`src/rtl/pong_pkg.sv`:
```
// ============================================================================
// Module   : pong_pkg
// Purpose  : Shared state encoding, screen/ball/paddle geometry and the
//            centre positions used by the Pong game sequencer.
// Revision : 1.0  initial release
// ============================================================================
`default_nettype none

package pong_pkg;

  // Game sequencer states; the encoding is visible on oState.
  typedef enum logic [2:0] {
    ST_IDLE  = 3'd0,
    ST_SERVE = 3'd1,
    ST_PLAY  = 3'd2,
    ST_POINT = 3'd3,
    ST_OVER  = 3'd4
  } state_e;

  // Screen and object geometry.
  localparam int H_ACTIVE     = 640;
  localparam int V_ACTIVE     = 480;
  localparam int BALL_SIZE    = 8;
  localparam int PADDLE_H     = 64;
  localparam int PADDLE_W     = 8;
  localparam int PADDLE_L_X   = 16;
  localparam int PADDLE_R_X   = 616;
  localparam int PADDLE_SPEED = 4;
  localparam int BALL_SPEED   = 2;
  localparam int SERVE_FRAMES = 60;
  localparam int WIN_SCORE    = 7;

  // Datapath widths. Ball arithmetic uses one extra bit so x+step never wraps.
  localparam int POS_W   = 10;
  localparam int CALC_W  = 11;
  localparam int SCORE_W = 4;
  localparam int CNT_W   = $clog2(SERVE_FRAMES + 1);

  // Centre / reset positions.
  localparam logic [POS_W-1:0] BALL_X0      = POS_W'((H_ACTIVE - BALL_SIZE) / 2);  // 316
  localparam logic [POS_W-1:0] BALL_Y0      = POS_W'((V_ACTIVE - BALL_SIZE) / 2);  // 236
  localparam logic [POS_W-1:0] PADDLE_Y0    = POS_W'((V_ACTIVE - PADDLE_H) / 2);   // 208
  localparam logic [POS_W-1:0] PADDLE_Y_MAX = POS_W'(V_ACTIVE - PADDLE_H);         // 416
  localparam logic [POS_W-1:0] PADDLE_STEP  = POS_W'(PADDLE_SPEED);

  // Ball collision constants in the widened arithmetic domain.
  localparam logic [CALC_W-1:0] BALL_STEP_C = CALC_W'(BALL_SPEED);
  localparam logic [CALC_W-1:0] BALL_SIZE_C = CALC_W'(BALL_SIZE);
  localparam logic [CALC_W-1:0] PADDLE_H_C  = CALC_W'(PADDLE_H);
  localparam logic [CALC_W-1:0] X_MAX_C     = CALC_W'(H_ACTIVE - BALL_SIZE);     // 632
  localparam logic [CALC_W-1:0] Y_MAX_C     = CALC_W'(V_ACTIVE - BALL_SIZE);     // 472
  localparam logic [CALC_W-1:0] L_HIT_X_C   = CALC_W'(PADDLE_L_X + PADDLE_W);    // 24
  localparam logic [CALC_W-1:0] R_EDGE_C    = CALC_W'(PADDLE_R_X);               // 616
  localparam logic [CALC_W-1:0] R_HIT_X_C   = CALC_W'(PADDLE_R_X - BALL_SIZE);   // 608

  localparam logic [CNT_W-1:0]   SERVE_LOAD  = CNT_W'(SERVE_FRAMES);
  localparam logic [SCORE_W-1:0] SCORE_MAX   = {SCORE_W{1'b1}};
  localparam logic [SCORE_W-1:0] WIN_SCORE_C = SCORE_W'(WIN_SCORE);

  // Score increment that sticks at the top of the score range.
  function automatic logic [SCORE_W-1:0] sat_inc(input logic [SCORE_W-1:0] s);
    return (s == SCORE_MAX) ? s : s + SCORE_W'(1);
  endfunction

endpackage

`default_nettype wire

```
`src/rtl/pong_game_ctrl_paddle.sv`:
```
// ============================================================================
// Module   : pong_paddle
// Purpose  : One paddle register with a saturating up/down mover that steps
//            once per enabled frame tick.
// Revision : 1.0  initial release
// ============================================================================
`default_nettype none

module pong_paddle
  import pong_pkg::*;
(
  input  logic             clk,
  input  logic             rst_n,
  input  logic             i_tick,
  input  logic             i_up,
  input  logic             i_dn,
  input  logic             i_recentre,
  output logic [POS_W-1:0] o_y
);

  logic [POS_W-1:0] y_q, y_d;

  // Next paddle position: recentre wins, otherwise one saturating step per tick.
  always_comb begin
    y_d = y_q;
    if (i_recentre) begin
      y_d = PADDLE_Y0;
    end else if (i_tick && i_up && !i_dn) begin
      y_d = (y_q < PADDLE_STEP) ? '0 : y_q - PADDLE_STEP;
    end else if (i_tick && i_dn && !i_up) begin
      y_d = (y_q > PADDLE_Y_MAX - PADDLE_STEP) ? PADDLE_Y_MAX : y_q + PADDLE_STEP;
    end
  end

  // Paddle position register.
  always_ff @(posedge clk or negedge rst_n) begin
    if (!rst_n) y_q <= PADDLE_Y0;
    else        y_q <= y_d;
  end

  assign o_y = y_q;

endmodule

`default_nettype wire

```
`src/rtl/pong_game_ctrl.sv`:
```
// ============================================================================
// Module   : pong_game_ctrl
// Purpose  : Frame-rate Pong sequencer. Advances ball, paddles and scores once
//            per frame on the falling edge of vertical sync and runs the
//            idle/serve/play/point/over state machine.
// Revision : 1.0  initial release
// ============================================================================
`default_nettype none

module pong_game_ctrl
  import pong_pkg::*;
(
  input  logic               iVGA_CLK,
  input  logic               iRST_n,
  input  logic               iVS,
  input  logic               iStart,
  input  logic               iL_up,
  input  logic               iL_dn,
  input  logic               iR_up,
  input  logic               iR_dn,
  output logic [POS_W-1:0]   ball_x,
  output logic [POS_W-1:0]   ball_y,
  output logic [POS_W-1:0]   paddleL_y,
  output logic [POS_W-1:0]   paddleR_y,
  output logic [SCORE_W-1:0] scoreL,
  output logic [SCORE_W-1:0] scoreR,
  output logic [2:0]         oState,
  output logic               game_over
);

  state_e               state_q, state_d;
  logic [POS_W-1:0]     bx_q, bx_d, by_q, by_d;
  logic                 dx_q, dx_d;          // 1 = moving right
  logic                 dy_q, dy_d;          // 1 = moving down
  logic [CNT_W-1:0]     cnt_q, cnt_d;
  logic [SCORE_W-1:0]   score_l_q, score_l_d, score_r_q, score_r_d;
  logic                 game_over_q, game_over_d;
  logic                 vs_q, start_q;

  logic                 w_tick, w_start_edge, w_pad_tick, w_recentre;
  logic [POS_W-1:0]     w_pad_l_y, w_pad_r_y;
  logic [CALC_W-1:0]    w_x, w_y, w_nx, w_ny, w_pl, w_pr;
  logic                 w_ovl_l, w_ovl_r, w_hit_l, w_hit_r;
  logic                 w_miss_l, w_miss_r, w_top, w_bot;

  // Frame tick on the sampled 1->0 of iVS; serve button edge from one register.
  assign w_tick       = vs_q & ~iVS;
  assign w_start_edge = iStart & ~start_q;

  // Paddles only move while a rally is being served or played.
  assign w_pad_tick = w_tick && ((state_q == ST_SERVE) || (state_q == ST_PLAY));
  assign w_recentre = (state_q == ST_OVER) && w_start_edge;

  pong_paddle u_paddle_l (
    .clk        (iVGA_CLK),
    .rst_n      (iRST_n),
    .i_tick     (w_pad_tick),
    .i_up       (iL_up),
    .i_dn       (iL_dn),
    .i_recentre (w_recentre),
    .o_y        (w_pad_l_y)
  );

  pong_paddle u_paddle_r (
    .clk        (iVGA_CLK),
    .rst_n      (iRST_n),
    .i_tick     (w_pad_tick),
    .i_up       (iR_up),
    .i_dn       (iR_dn),
    .i_recentre (w_recentre),
    .o_y        (w_pad_r_y)
  );

  // Candidate ball move and collision tests against pre-update paddle positions.
  assign w_x  = {1'b0, bx_q};
  assign w_y  = {1'b0, by_q};
  assign w_pl = {1'b0, w_pad_l_y};
  assign w_pr = {1'b0, w_pad_r_y};
  assign w_nx = dx_q ? (w_x + BALL_STEP_C) : (w_x - BALL_STEP_C);
  assign w_ny = dy_q ? (w_y + BALL_STEP_C) : (w_y - BALL_STEP_C);

  assign w_ovl_l  = (w_y + BALL_SIZE_C > w_pl) && (w_y < w_pl + PADDLE_H_C);
  assign w_ovl_r  = (w_y + BALL_SIZE_C > w_pr) && (w_y < w_pr + PADDLE_H_C);
  assign w_hit_l  = !dx_q && (w_x >= L_HIT_X_C) && (w_nx <= L_HIT_X_C) && w_ovl_l;
  assign w_hit_r  = dx_q && (w_x + BALL_SIZE_C <= R_EDGE_C)
                    && (w_nx + BALL_SIZE_C >= R_EDGE_C) && w_ovl_r;
  assign w_miss_l = !dx_q && (w_x < BALL_STEP_C) && !w_hit_l;
  assign w_miss_r = dx_q && (w_x + BALL_STEP_C > X_MAX_C) && !w_hit_r;
  assign w_top    = !dy_q && (w_y < BALL_STEP_C);
  assign w_bot    = dy_q && (w_y + BALL_STEP_C > Y_MAX_C);

  // Game state machine: next state, ball, direction, serve counter and scores.
  always_comb begin
    state_d   = state_q;
    bx_d      = bx_q;
    by_d      = by_q;
    dx_d      = dx_q;
    dy_d      = dy_q;
    cnt_d     = cnt_q;
    score_l_d = score_l_q;
    score_r_d = score_r_q;

    case (state_q)
      ST_IDLE: begin
        if (w_start_edge) begin
          state_d = ST_SERVE;
          cnt_d   = SERVE_LOAD;
        end
      end

      ST_SERVE: begin
        if (w_tick) begin
          if (cnt_q == CNT_W'(1)) begin
            state_d = ST_PLAY;
            cnt_d   = '0;
          end else begin
            cnt_d = cnt_q - CNT_W'(1);
          end
        end
      end

      ST_PLAY: begin
        if (w_tick) begin
          if (w_miss_l) begin
            score_r_d = sat_inc(score_r_q);
            dx_d      = 1'b0;
            state_d   = ST_POINT;
          end else if (w_miss_r) begin
            score_l_d = sat_inc(score_l_q);
            dx_d      = 1'b1;
            state_d   = ST_POINT;
          end else begin
            // Horizontal: paddle hits pin the ball to the paddle face.
            if (w_hit_l) begin
              bx_d = L_HIT_X_C[POS_W-1:0];
              dx_d = 1'b1;
            end else if (w_hit_r) begin
              bx_d = R_HIT_X_C[POS_W-1:0];
              dx_d = 1'b0;
            end else begin
              bx_d = w_nx[POS_W-1:0];
            end
            // Vertical: wall reflection is independent of paddle hits.
            if (w_top) begin
              by_d = '0;
              dy_d = 1'b1;
            end else if (w_bot) begin
              by_d = Y_MAX_C[POS_W-1:0];
              dy_d = 1'b0;
            end else begin
              by_d = w_ny[POS_W-1:0];
            end
          end
        end
      end

      ST_POINT: begin
        if (w_tick) begin
          if ((score_l_q >= WIN_SCORE_C) || (score_r_q >= WIN_SCORE_C)) begin
            state_d = ST_OVER;
          end else begin
            bx_d    = BALL_X0;
            by_d    = BALL_Y0;
            dy_d    = 1'b1;
            cnt_d   = SERVE_LOAD;
            state_d = ST_SERVE;
          end
        end
      end

      ST_OVER: begin
        if (w_start_edge) begin
          state_d   = ST_IDLE;
          score_l_d = '0;
          score_r_d = '0;
          bx_d      = BALL_X0;
          by_d      = BALL_Y0;
          dx_d      = 1'b1;
          dy_d      = 1'b1;
        end
      end

      default: state_d = ST_IDLE;
    endcase

    game_over_d = (state_d == ST_OVER);
  end

  // State, ball, score and edge-detector registers.
  always_ff @(posedge iVGA_CLK or negedge iRST_n) begin
    if (!iRST_n) begin
      state_q     <= ST_IDLE;
      bx_q        <= BALL_X0;
      by_q        <= BALL_Y0;
      dx_q        <= 1'b1;
      dy_q        <= 1'b1;
      cnt_q       <= '0;
      score_l_q   <= '0;
      score_r_q   <= '0;
      game_over_q <= 1'b0;
      vs_q        <= 1'b0;
      start_q     <= 1'b0;
    end else begin
      state_q     <= state_d;
      bx_q        <= bx_d;
      by_q        <= by_d;
      dx_q        <= dx_d;
      dy_q        <= dy_d;
      cnt_q       <= cnt_d;
      score_l_q   <= score_l_d;
      score_r_q   <= score_r_d;
      game_over_q <= game_over_d;
      vs_q        <= iVS;
      start_q     <= iStart;
    end
  end

  assign ball_x    = bx_q;
  assign ball_y    = by_q;
  assign paddleL_y = w_pad_l_y;
  assign paddleR_y = w_pad_r_y;
  assign scoreL    = score_l_q;
  assign scoreR    = score_r_q;
  assign oState    = state_q;
  assign game_over = game_over_q;

endmodule

`default_nettype wire

```
`config.mk`:
```
export PLATFORM = sky130hd
export DESIGN_NAME = pong_game_ctrl
export DESIGN_NICKNAME = d
export VERILOG_FILES = /design/src/rtl/pong_pkg.sv /design/src/rtl/pong_game_ctrl_paddle.sv /design/src/rtl/pong_game_ctrl.sv
export SDC_FILE = /design/constraint.sdc
export NUM_CORES = 1
export LEC_CHECK = 0
export ABC_AREA = 1
export BUFFER_PORTS_ARGS = -buffer_cell sky130_fd_sc_hd__buf_2
export CAP_MARGIN = 20
export CORE_MARGIN = 2
export CORE_UTILIZATION = 60
export DETAILED_ROUTE_END_ITERATION = 8
export PLACE_DENSITY = 0.8
export SLEW_MARGIN = 15
export SYNTH_ARGS = -nofsm -noshare
export SYNTH_HDL_FRONTEND = slang
export SYNTH_HIERARCHICAL = 1
export SYNTH_SLANG_ARGS = --single-unit
```
`constraint.sdc`:
```
create_clock -name iVGA_CLK -period 5.7 [get_ports iVGA_CLK]
set_input_delay 1.71 -clock iVGA_CLK [delete_from_list [all_inputs] [get_ports iVGA_CLK]]
set_output_delay 1.71 -clock iVGA_CLK [all_outputs]
set_load 0.05 [all_outputs]
```
==> impl_metrics.ini, run 1 <==
[outcome]
status = complete, no violations

[routing]
wl_per_cell_um = 13.7
drt_wl_total_um = 14600
drt-vias-per-instance = 5.60
first_pass_iters = 5
ant_nets = 0
drtIter0Drc = 393
vias = 5995
drc = 0

[finish]
drive_gt1_frac = 0.161
antenna_cells = 0
fin_nets = 996
area_delta_synth_final_pct = 5.82
fillers = 915

[grt]
antenna_found_initial = 0
grt_pass1_wl_um = 25700
grt_max_degree = 57
overflow = 0
track_usage = 0.278
grt_pass1_vias = 5557

[hold_path]
hp-start = ball_x[2]
holdPathEnd = ball_x[2]
worstHoldPathCells = 2
min_path_type = flip-flop to flip-flop

[place]
gp_congestion = 0.954
dpl.hpwl_um = 11200
io_buffer_count = 53

[synthesis]
yosysWarnings = 6
synth_top_area_cell = dfrtp_1
ys_types = 50
synth_cells = 900
synth-seq-cells = 56
yosysSeqAreaShare = 0.236
netlist_top_cells_area = dfrtp_1, nand2_1, ha_1, dfstp_2, nand3_1
synth_top_area_frac = 0.158
avgSynthCellArea_um2 = 6.69
ys.flop_type = dfrtp_1
synthArstFlopShare = 1.00
synth_area_mm2 = 0.00602
synth_edf_count = 0

[clocking]
cts_num_sinks = 56
hold_buffers = 0
cts_buffers = 5
htree_levels = 2
cts_tree = done
cts_max_path_buffers = 2
cts_setup_buffers = 0
path_clk_slew_ns = 0.12
cts_resized = 0
ctsRootBufferMaster = clkbuf_8
clk_latency_ns = 0.32

[timing]
fin_setup_tns_ns = 0
timing.final.crit_period_ns = 3.41
slew-limit-headroom = 0.494
rsz0062_at_grt = no
worstMarginPinSlew_ns = 0.756
drv_slew = 0
fmax_ghz = 0.293
hold_viol = 0
finalSetupViolations = 0
fin_crit_sh = 0.599
final.setup_skew_ns = 0.0151

[pwr]
power_density_mw_per_mm2 = 575
internal-power_mw = 1.49
p_sw_frac = 0.592
total_power_mw = 3.66
p_sw_mw = 2.17
seqPwrFrac = 0.268
p_comb_frac = 0.665
clock_power_share = 0.067
peakVddDrop_mv = 0.287
leakagePower_nw = 3.30

[floorplan]
die_h_um = 104
fp.coreArea_mm2 = 0.00977
rows = 36
ios = 60
start_util = 0.616
fp.dieArea_mm2 = 0.0109
die_w_um = 104

[setup_path]
worst_path_largest_cell_delay_ns = 0.53
reg2reg_depth = 19
crit_slowest_cell = a21oi_1
criticalPathCategory = input pin to flip-flop
crit_fanout = 7
path_cells = buf_2, nor2_1, inv_1, a21oi_1, nand2_1, nor2_1, nand2_1, nand3_1, o22ai_1
arrival_ns = 3.63
r2r-start = ball_y[3]
r2r_end = ball_y[4]
r2r_slack_ns = 2.32
worstSetupEndpointType = flip-flop
required_ns = 5.92
start_kind = input pin

[job]
drv_cap = 0
sequential cells by signal, summed over array words and instances (netlist names), 3 cells and up:
signal          cells
u_paddle_r/o_y      8
oState              3
ball_y              9
u_paddle_l/o_y      8
scoreL              4
cnt_q               6
ball_x              9
scoreR              4
layout by cell type (no fill, tap or decap), types with 18 or more instances in the layout:
cell,count
dfrtp_1,38
nor2_1,87
dfstp_2,18
buf_2,53
inv_1,112
nand2_1,224
nand4_1,20
o21ai_0,35
xor2_1,20
nand3_1,91
a21oi_1,36
ha_1,51
how the worst max path moves through the flow:
| stage | from | to | slack (ns) | cells after the start |
|---|---|---|---|---|
| after global routing | iVS | u_paddle_r/o_y[3] | 1.98 | 9 |
| after global placement | iVS | u_paddle_r/o_y[3] | 2.07 | 8 |
| final | iVS | u_paddle_r/o_y[5] | 2.29 | 9 |
| after detailed placement | iVS | u_paddle_r/o_y[5] | 1.98 | 9 |
| after floorplan | iVS | u_paddle_l/o_y[5] | 2.57 | 7 |
| after CTS | iVS | u_paddle_r/o_y[5] | 2.33 | 9 |
power by group through the flow:
stage | Clock (mW) | Combinational, mW | Sequential [mW]
after floorplan | 0 | 1.66 | 1.22
after global placement | 0 | 2.38 | 0.978
after detailed placement | 0 | 2.41 | 0.981
after CTS | 0.251 | 2.42 | 0.974
after global routing | 0.268 | 2.76 | 1.02
final | 0.246 | 2.43 | 0.981
layout make-up:
cell class,count,area [µm²],share of cell area
clock buffer,5,68.8,0.0108
clock inverter,3,33.8,0.00530
inverter,123,462,0.0725
multi-input combinational,696,3940,0.618
sequential,56,1420,0.223
tap,133,166,0.0261
timing repair buffer,55,280,0.0440
synthesized netlist by cell type (2+ instances only):
cell type  instances
nand4_1           20
o31ai_1            2
conb_1             3
a22oi_1            3
nand2_2           14
nand2_1          224
inv_1            112
clkinv_1           2
nand3b_1           6
dfrtp_1           38
nand3_1           91
o21ai_0           35
ha_1              51
xor2_1            20
nand3_2           15
nor2_4             7
o21ai_1           10
buf_6              5
buf_4              8
a211oi_1           2
buf_2             11
nor4_1             5
nor4_2             2
o211ai_1           7
inv_2              9
nor2_2            11
a21oi_4            2
a21oi_1           36
nor3_1            12
nand2_4            5
dfstp_2           18
a31oi_1            3
xnor2_1            4
nor2_1            87
o22ai_1            5
per-stage QoR:
step | std cells | utilization | area [µm²] | setup slack [ns] | hold slack (ns)
final | 1071 | 0.652 | 6370 | 2.29 | 0.531
after global routing | 1071 | 0.652 | 6370 | 1.98 | 0.558
after CTS | 1071 | 0.652 | 6370 | 2.33 | 0.532
after detailed placement | 1063 | 0.641 | 6270 | 1.98 | 0.515
after global placement | 1063 | 0.641 | 6270 | 2.07 | 0.505
after floorplan | 903 | - | 6030 | 2.57 | 0.532
logic make-up after synthesis:
logic type | Yosys count | share of synthesized area
XOR/XNOR | 24 | 0.0349
other | 3 | 0.00187
buffers and inverters | 151 | 0.113
flip-flops | 56 | 0.236
AND/OR/NAND/NOR | 505 | 0.401
AO/OA/AOI/OAI | 110 | 0.107
adder cells (fa/ha/maj) | 51 | 0.106
layer usage:
layer	part of all wire	up-vias	routed length (µm)	track usage
met4	0.015	0	226	0.0705
met2	0.46	229	6690	0.448
li1	-	3002	-	-
met1	0.46	2743	6710	0.397
met3	0.069	21	1010	0.0326
met5	0	-	0	0
critical path, delay by kind of cell:
kind	cells	cell delay, ns
and+or+nand+nor	5	1.02
AOI/OAI and AO/OA	2	0.61
buffers and inverters	2	0.28
(Power assumes the default switching activity.)
==> inputs of run 2 (changes only) <==
==> constraint.sdc (replaced) <==
create_clock -name iVGA_CLK -period 3.15 [get_ports iVGA_CLK]
set_input_delay 0.945 -clock iVGA_CLK [delete_from_list [all_inputs] [get_ports iVGA_CLK]]
set_output_delay 0.945 -clock iVGA_CLK [all_outputs]
set_load 0.05 [all_outputs]
==> run 2 against run 1 <==
Register-to-register slack lost 2.2 ns. Flip-flop and latch count is the same. Die area is the same. Clock power grew 75%. Clock-buffer cell count is the same. Global-route usage grew 0.29 points. First-iteration DRC count shrank 10%. Via count grew 0.43%. Core utilization grew 2.4 points. Critical path type is now flip-flop to flip-flop.
==> impl_metrics.ini, run 2 (synthesis gave the netlist of run 1 again) <==
[routing]
first_pass_iters = 5
drc = 0
vias = 6021
drtIter0Drc = 352
drt-vias-per-instance = 5.52
ant_nets = 0
wl_per_cell_um = 14.2
drt_wl_total_um = 15400

[pwr]
peakVddDrop_mv = 0.600
power_density_mw_per_mm2 = 1030
total_power_mw = 6.83
leakagePower_nw = 3.39

[place]
dp.cells = 1078
io_buffer_count = 53
dpl.hpwl_um = 11700
gp_congestion = 0.941
place_ws_ns = 0.154

[grt]
grt_pass1_vias = 5396
track_usage = 0.281
antenna_found_initial = 0
grt_pass1_wl_um = 25500
grt_max_degree = 31
overflow = 0

[timing]
fin_crit_sh = 0.969
rsz0062_at_grt = yes
slew-limit-headroom = 0.573
worstMarginPinSlew_ns = 0.641
hold_viol = 0
drv_slew = 0
timing.final.crit_period_ns = 3.05
finalSetupViolations = 0
final.setup_skew_ns = 0.0156
fin_ws_ns = 0.0990
fin_setup_tns_ns = 0
fmax_ghz = 0.328

[outcome]
status = complete, no violations

[setup_path]
reg2reg_depth = 19
arrival_ns = 3.27
start_kind = flip-flop
cpMostUsedCell = nand2_1
crit_slowest_cell = dfstp_2
required_ns = 3.37
worstSetupEndpointType = flip-flop
crit_fanout = 18
criticalPathCategory = flip-flop to flip-flop
path_cells = nand2_2, nor2_4, nand3_1, xor2_1, inv_1, ha_4, nand2_1, nand3b_1, nand3b_1, nand2_1, nand2_1, nor2_2, nand3_4, nand2_4, nand2_4, nand2_8, nand2_8, nand2_2, nand2_1
r2r-start = ball_y[5]
r2r_end = ball_x[9]
worst_path_largest_cell_delay_ns = 0.59
r2r_slack_ns = 0.1

[finish]
post-route-util = 0.676
stdcell_count = 1091
mostFrequentLayoutCells = nand2_1, inv_1, nand3_1
antenna_cells = 0
drive_gt1_frac = 0.185
fin_nets = 1016
area_delta_synth_final_pct = 9.72
final_common_cell = nand2_1

[hold_path]
min_path_type = flip-flop to flip-flop
worstHoldPathCells = 2
holdPathEnd = ball_y[5]
hp-start = ball_y[5]

[floorplan]
die_h_um = 104
rows = 36
die_w_um = 104
fp.coreArea_mm2 = 0.00977
ios = 60
start_util = 0.616
fp.dieArea_mm2 = 0.0109

[clocking]
path_clk_slew_ns = 0.11
cts_max_path_buffers = 2
ctsRootBufferMaster = clkbuf_8
hold_buffers = 0
clk_latency_ns = 0.33
htree_levels = 2
cts_buffers = 5
cts_tree = done
cts_num_sinks = 56

[job]
drv_cap = 0
==> run 2: changes by cell type in the layout (fill, tap and decap cells not counted), sizes merged <==
cell / before / now
buf: 55 / 74
clkbuf: 5 / 6
==> run 2: worst max-delay path: cells and delay by family, from the launching register on <==
family / cells / cell delay, ns
flops: 1 / 0.59
simple gates: 16 / 1.81
buf+inv: 1 / 0.10
fa+ha+maj: 1 / 0.28
xor+xnor: 1 / 0.16
==> run 2: stage by stage <==
| step | hold WS, ns | area, µm² |
|---|---|---|
| after floorplan | 0.532 | 6030 |
| after global placement | 0.496 | 6410 |
| after detailed placement | 0.504 | 6410 |
| after CTS | 0.522 | 6500 |
| after global routing | 0.547 | 6610 |
| final | 0.520 | 6610 |
==> run 2: worst max path at each step <==
stage | to | depth (start not counted) | startpoint | slack, ns
after floorplan | ball_y[4] | 21 | ball_y[5] | 0.05
after global placement | ball_y[8] | 19 | ball_y[3] | 0.23
after detailed placement | ball_x[9] | 19 | ball_y[3] | 0.15
after CTS | ball_x[9] | 19 | ball_y[3] | 0.13
after global routing | ball_x[9] | 19 | ball_y[5] | -0.04
final | ball_x[9] | 19 | ball_y[5] | 0.1
==> run 2: final cells by class <==
cell class,count,area [µm²]
clock inverter,3,22.5
fill,916,3170
sequential,56,1420
timing repair buffer,75,473
multi-input combinational,696,3990
tap,133,166
clock buffer,5,68.8
inverter,123,464
==> run 2: power breakdown <==
| group | internal [mW] | switching [mW] | total, mW |
|---|---|---|---|
| combinational | 1.61 | 3.14 | 4.75 |
| clock | 0.161 | 0.270 | 0.430 |
| sequential | 1.06 | 0.594 | 1.65 |
==> run 2: per-layer routing <==
layer / global-route usage / wire length, µm / part of all wire / vias to the layer above
met5: 0 / 0 / 0 / -
met4: 0.0801 / 314 / 0.020 / 0
met3: 0.0282 / 988 / 0.064 / 28
met2: 0.445 / 7150 / 0.46 / 209
met1: 0.408 / 6990 / 0.45 / 2738
li1: - / - / - / 3046
==> run 2: timing repair <==
| item | 4_1_cts | 5_1_grt |
|---|---|---|
| setup buffers | 0 | 4 |
| resized for setup | 0 | 10 |
| endpoints found under the hold margin | 0 | 0 |
| endpoints found under the setup margin | 0 | 23 |
==> inputs of run 3 (changes only) <==
--- a/config.mk
+++ b/config.mk
@@ -8,10 +8,12 @@
 export ABC_AREA = 1
 export BUFFER_PORTS_ARGS = -buffer_cell sky130_fd_sc_hd__buf_2
 export CAP_MARGIN = 20
+export CELL_PAD_IN_SITES_DETAIL_PLACEMENT = 1
+export CELL_PAD_IN_SITES_GLOBAL_PLACEMENT = 1
 export CORE_MARGIN = 2
-export CORE_UTILIZATION = 60
+export CORE_UTILIZATION = 44
 export DETAILED_ROUTE_END_ITERATION = 8
-export PLACE_DENSITY = 0.8
+export PLACE_DENSITY = 0.82
 export SLEW_MARGIN = 15
 export SYNTH_ARGS = -nofsm -noshare
 export SYNTH_HDL_FRONTEND = slang
==> run 3 against run 2 <==
Register-to-register slack better by 0.06 ns. Sequential power is essentially flat. Critical path type unchanged. Die area grew 35%. Clock skew down 0.0031 ns. Fmax is 2.1% higher. Largest power group unchanged. Wire length grew 21%.
==> impl_metrics.ini, run 3 (synthesis gave the netlist of run 1 again) <==
[outcome]
status = complete, no violations

[timing]
rsz0062_at_grt = no
slew-limit-headroom = 0.566
fin_ws_ns = 0.161
drv_slew = 0
final.setup_skew_ns = 0.0125
timing.final.crit_period_ns = 2.99
hold_viol = 0
finalSetupViolations = 0
fin_crit_sh = 0.949
fin_setup_tns_ns = 0
fmax_ghz = 0.335
worstMarginPinSlew_ns = 0.651

[setup_path]
start_kind = flip-flop
reg2reg_depth = 17
required_ns = 3.36
crit_fanout = 5
worstSetupEndpointType = flip-flop
arrival_ns = 3.20
criticalPathCategory = flip-flop to flip-flop

[pwr]
peakVddDrop_mv = 0.559
power_density_mw_per_mm2 = 1070
leakagePower_nw = 3.45

[place]
io_buffer_count = 53
place_ws_ns = 0.106
gp_congestion = 0.885
placed_cell_area_mm2 = 0.00651
dp.cells = 1127
dpl.hpwl_um = 14600

[clocking]
cts_max_path_buffers = 2
cts_tree = done
clk_latency_ns = 0.31
ctsRootBufferMaster = clkbuf_16
hold_buffers = 0
cts_num_sinks = 56
path_clk_slew_ns = 0.08
cts_buffers = 5
htree_levels = 2

[finish]
fin_nets = 1024
stdcell_count = 1142
mostFrequentLayoutCells = nand2_1, inv_1, nand3_1
area_delta_synth_final_pct = 12.5
fin_area_mm2 = 0.00678
final_common_cell = nand2_1
post-route-util = 0.510
drive_gt1_frac = 0.194
antenna_cells = 0

[routing]
vias = 6187
drt-vias-per-instance = 5.42
ant_nets = 0
drt_wl_total_um = 18700
wl_per_cell_um = 16.4
first_pass_iters = 4
drc = 0
drtIter0Drc = 253

[grt]
grt_pass1_vias = 6147
grt_max_degree = 31
track_usage = 0.256
overflow = 0
grt_pass1_wl_um = 30300
antenna_found_initial = 0

[floorplan]
rows = 42
ios = 60
start_util = 0.453
fp.coreArea_mm2 = 0.0133
die_h_um = 121
die_w_um = 121
fp.dieArea_mm2 = 0.0146

[hold_path]
worstHoldPathCells = 2
min_path_type = flip-flop to flip-flop

[job]
drv_cap = 0
[run 3: layer usage]
layer | global-route usage | vias to the layer above | routed length (µm)
met3 | 0.0357 | 21 | 617
met5 | 0 | - | 0
li1 | - | 3062 | -
met4 | 0.0560 | 0 | 281
met1 | 0.341 | 3002 | 8670
met2 | 0.440 | 102 | 9150
[run 3: per-stage QoR]
stage / hold slack [ns] / total power, mW
after CTS: 0.524 / 7.16
after detailed placement: 0.512 / 6.49
after floorplan: 0.532 / 5.21
after global placement: 0.500 / 6.34
final: 0.533 / 7.24
after global routing: 0.569 / 7.90
[run 3: path summary, 6_finish.rpt]
path	start	end	slack, ns
worst max-delay path	ball_y[5]	scoreL[1]	0.16
worst min-delay path	ball_x[8]	ball_x[8]	0.53
worst max register to register	ball_y[5]	scoreL[1]	0.16
worst min register to register	ball_x[8]	ball_x[8]	0.53
max in group asynchronous	iRST_n	ball_y[3]	1.82
min in group asynchronous	iRST_n	scoreL[2]	0.65
[run 3: final cells by class]
cell class	instances	area [µm²]
fill	1829	6520
multi-input combinational	696	4000
sequential	56	1430
timing repair buffer	83	515
inverter	123	462
tap	176	220
clock buffer	5	125
clock inverter	3	27.5
[run 3: timing repair]
| action | 4_1_cts | 5_1_grt |
|---|---|---|
| resized for setup | 0 | 11 |
| setup endpoints to repair | 0 | 24 |
| buffers inserted | 0 | 7 |
[run 3: critical path, stage by stage (launching register included)]
cell	delay, ns
dfstp_2	0.59
nand2_2	0.10
nor2_4	0.12
buf_4	0.13
xor2_1	0.14
inv_1	0.11
ha_4	0.28
nand4_1	0.10
nor4_1	0.28
nand3b_1	0.13
nand2_1	0.14
nor2_2	0.07
nand3_4	0.11
buf_4	0.12
nand4_1	0.16
buf_4	0.22
nand3_1	0.06
nand2_1	0.05
[run 3: where the power goes]
group	switching [mW]	internal [mW]	total [mW]
Sequential	0.559	1.06	1.62
Clock	0.293	0.303	0.596
Combinational	3.38	1.65	5.03
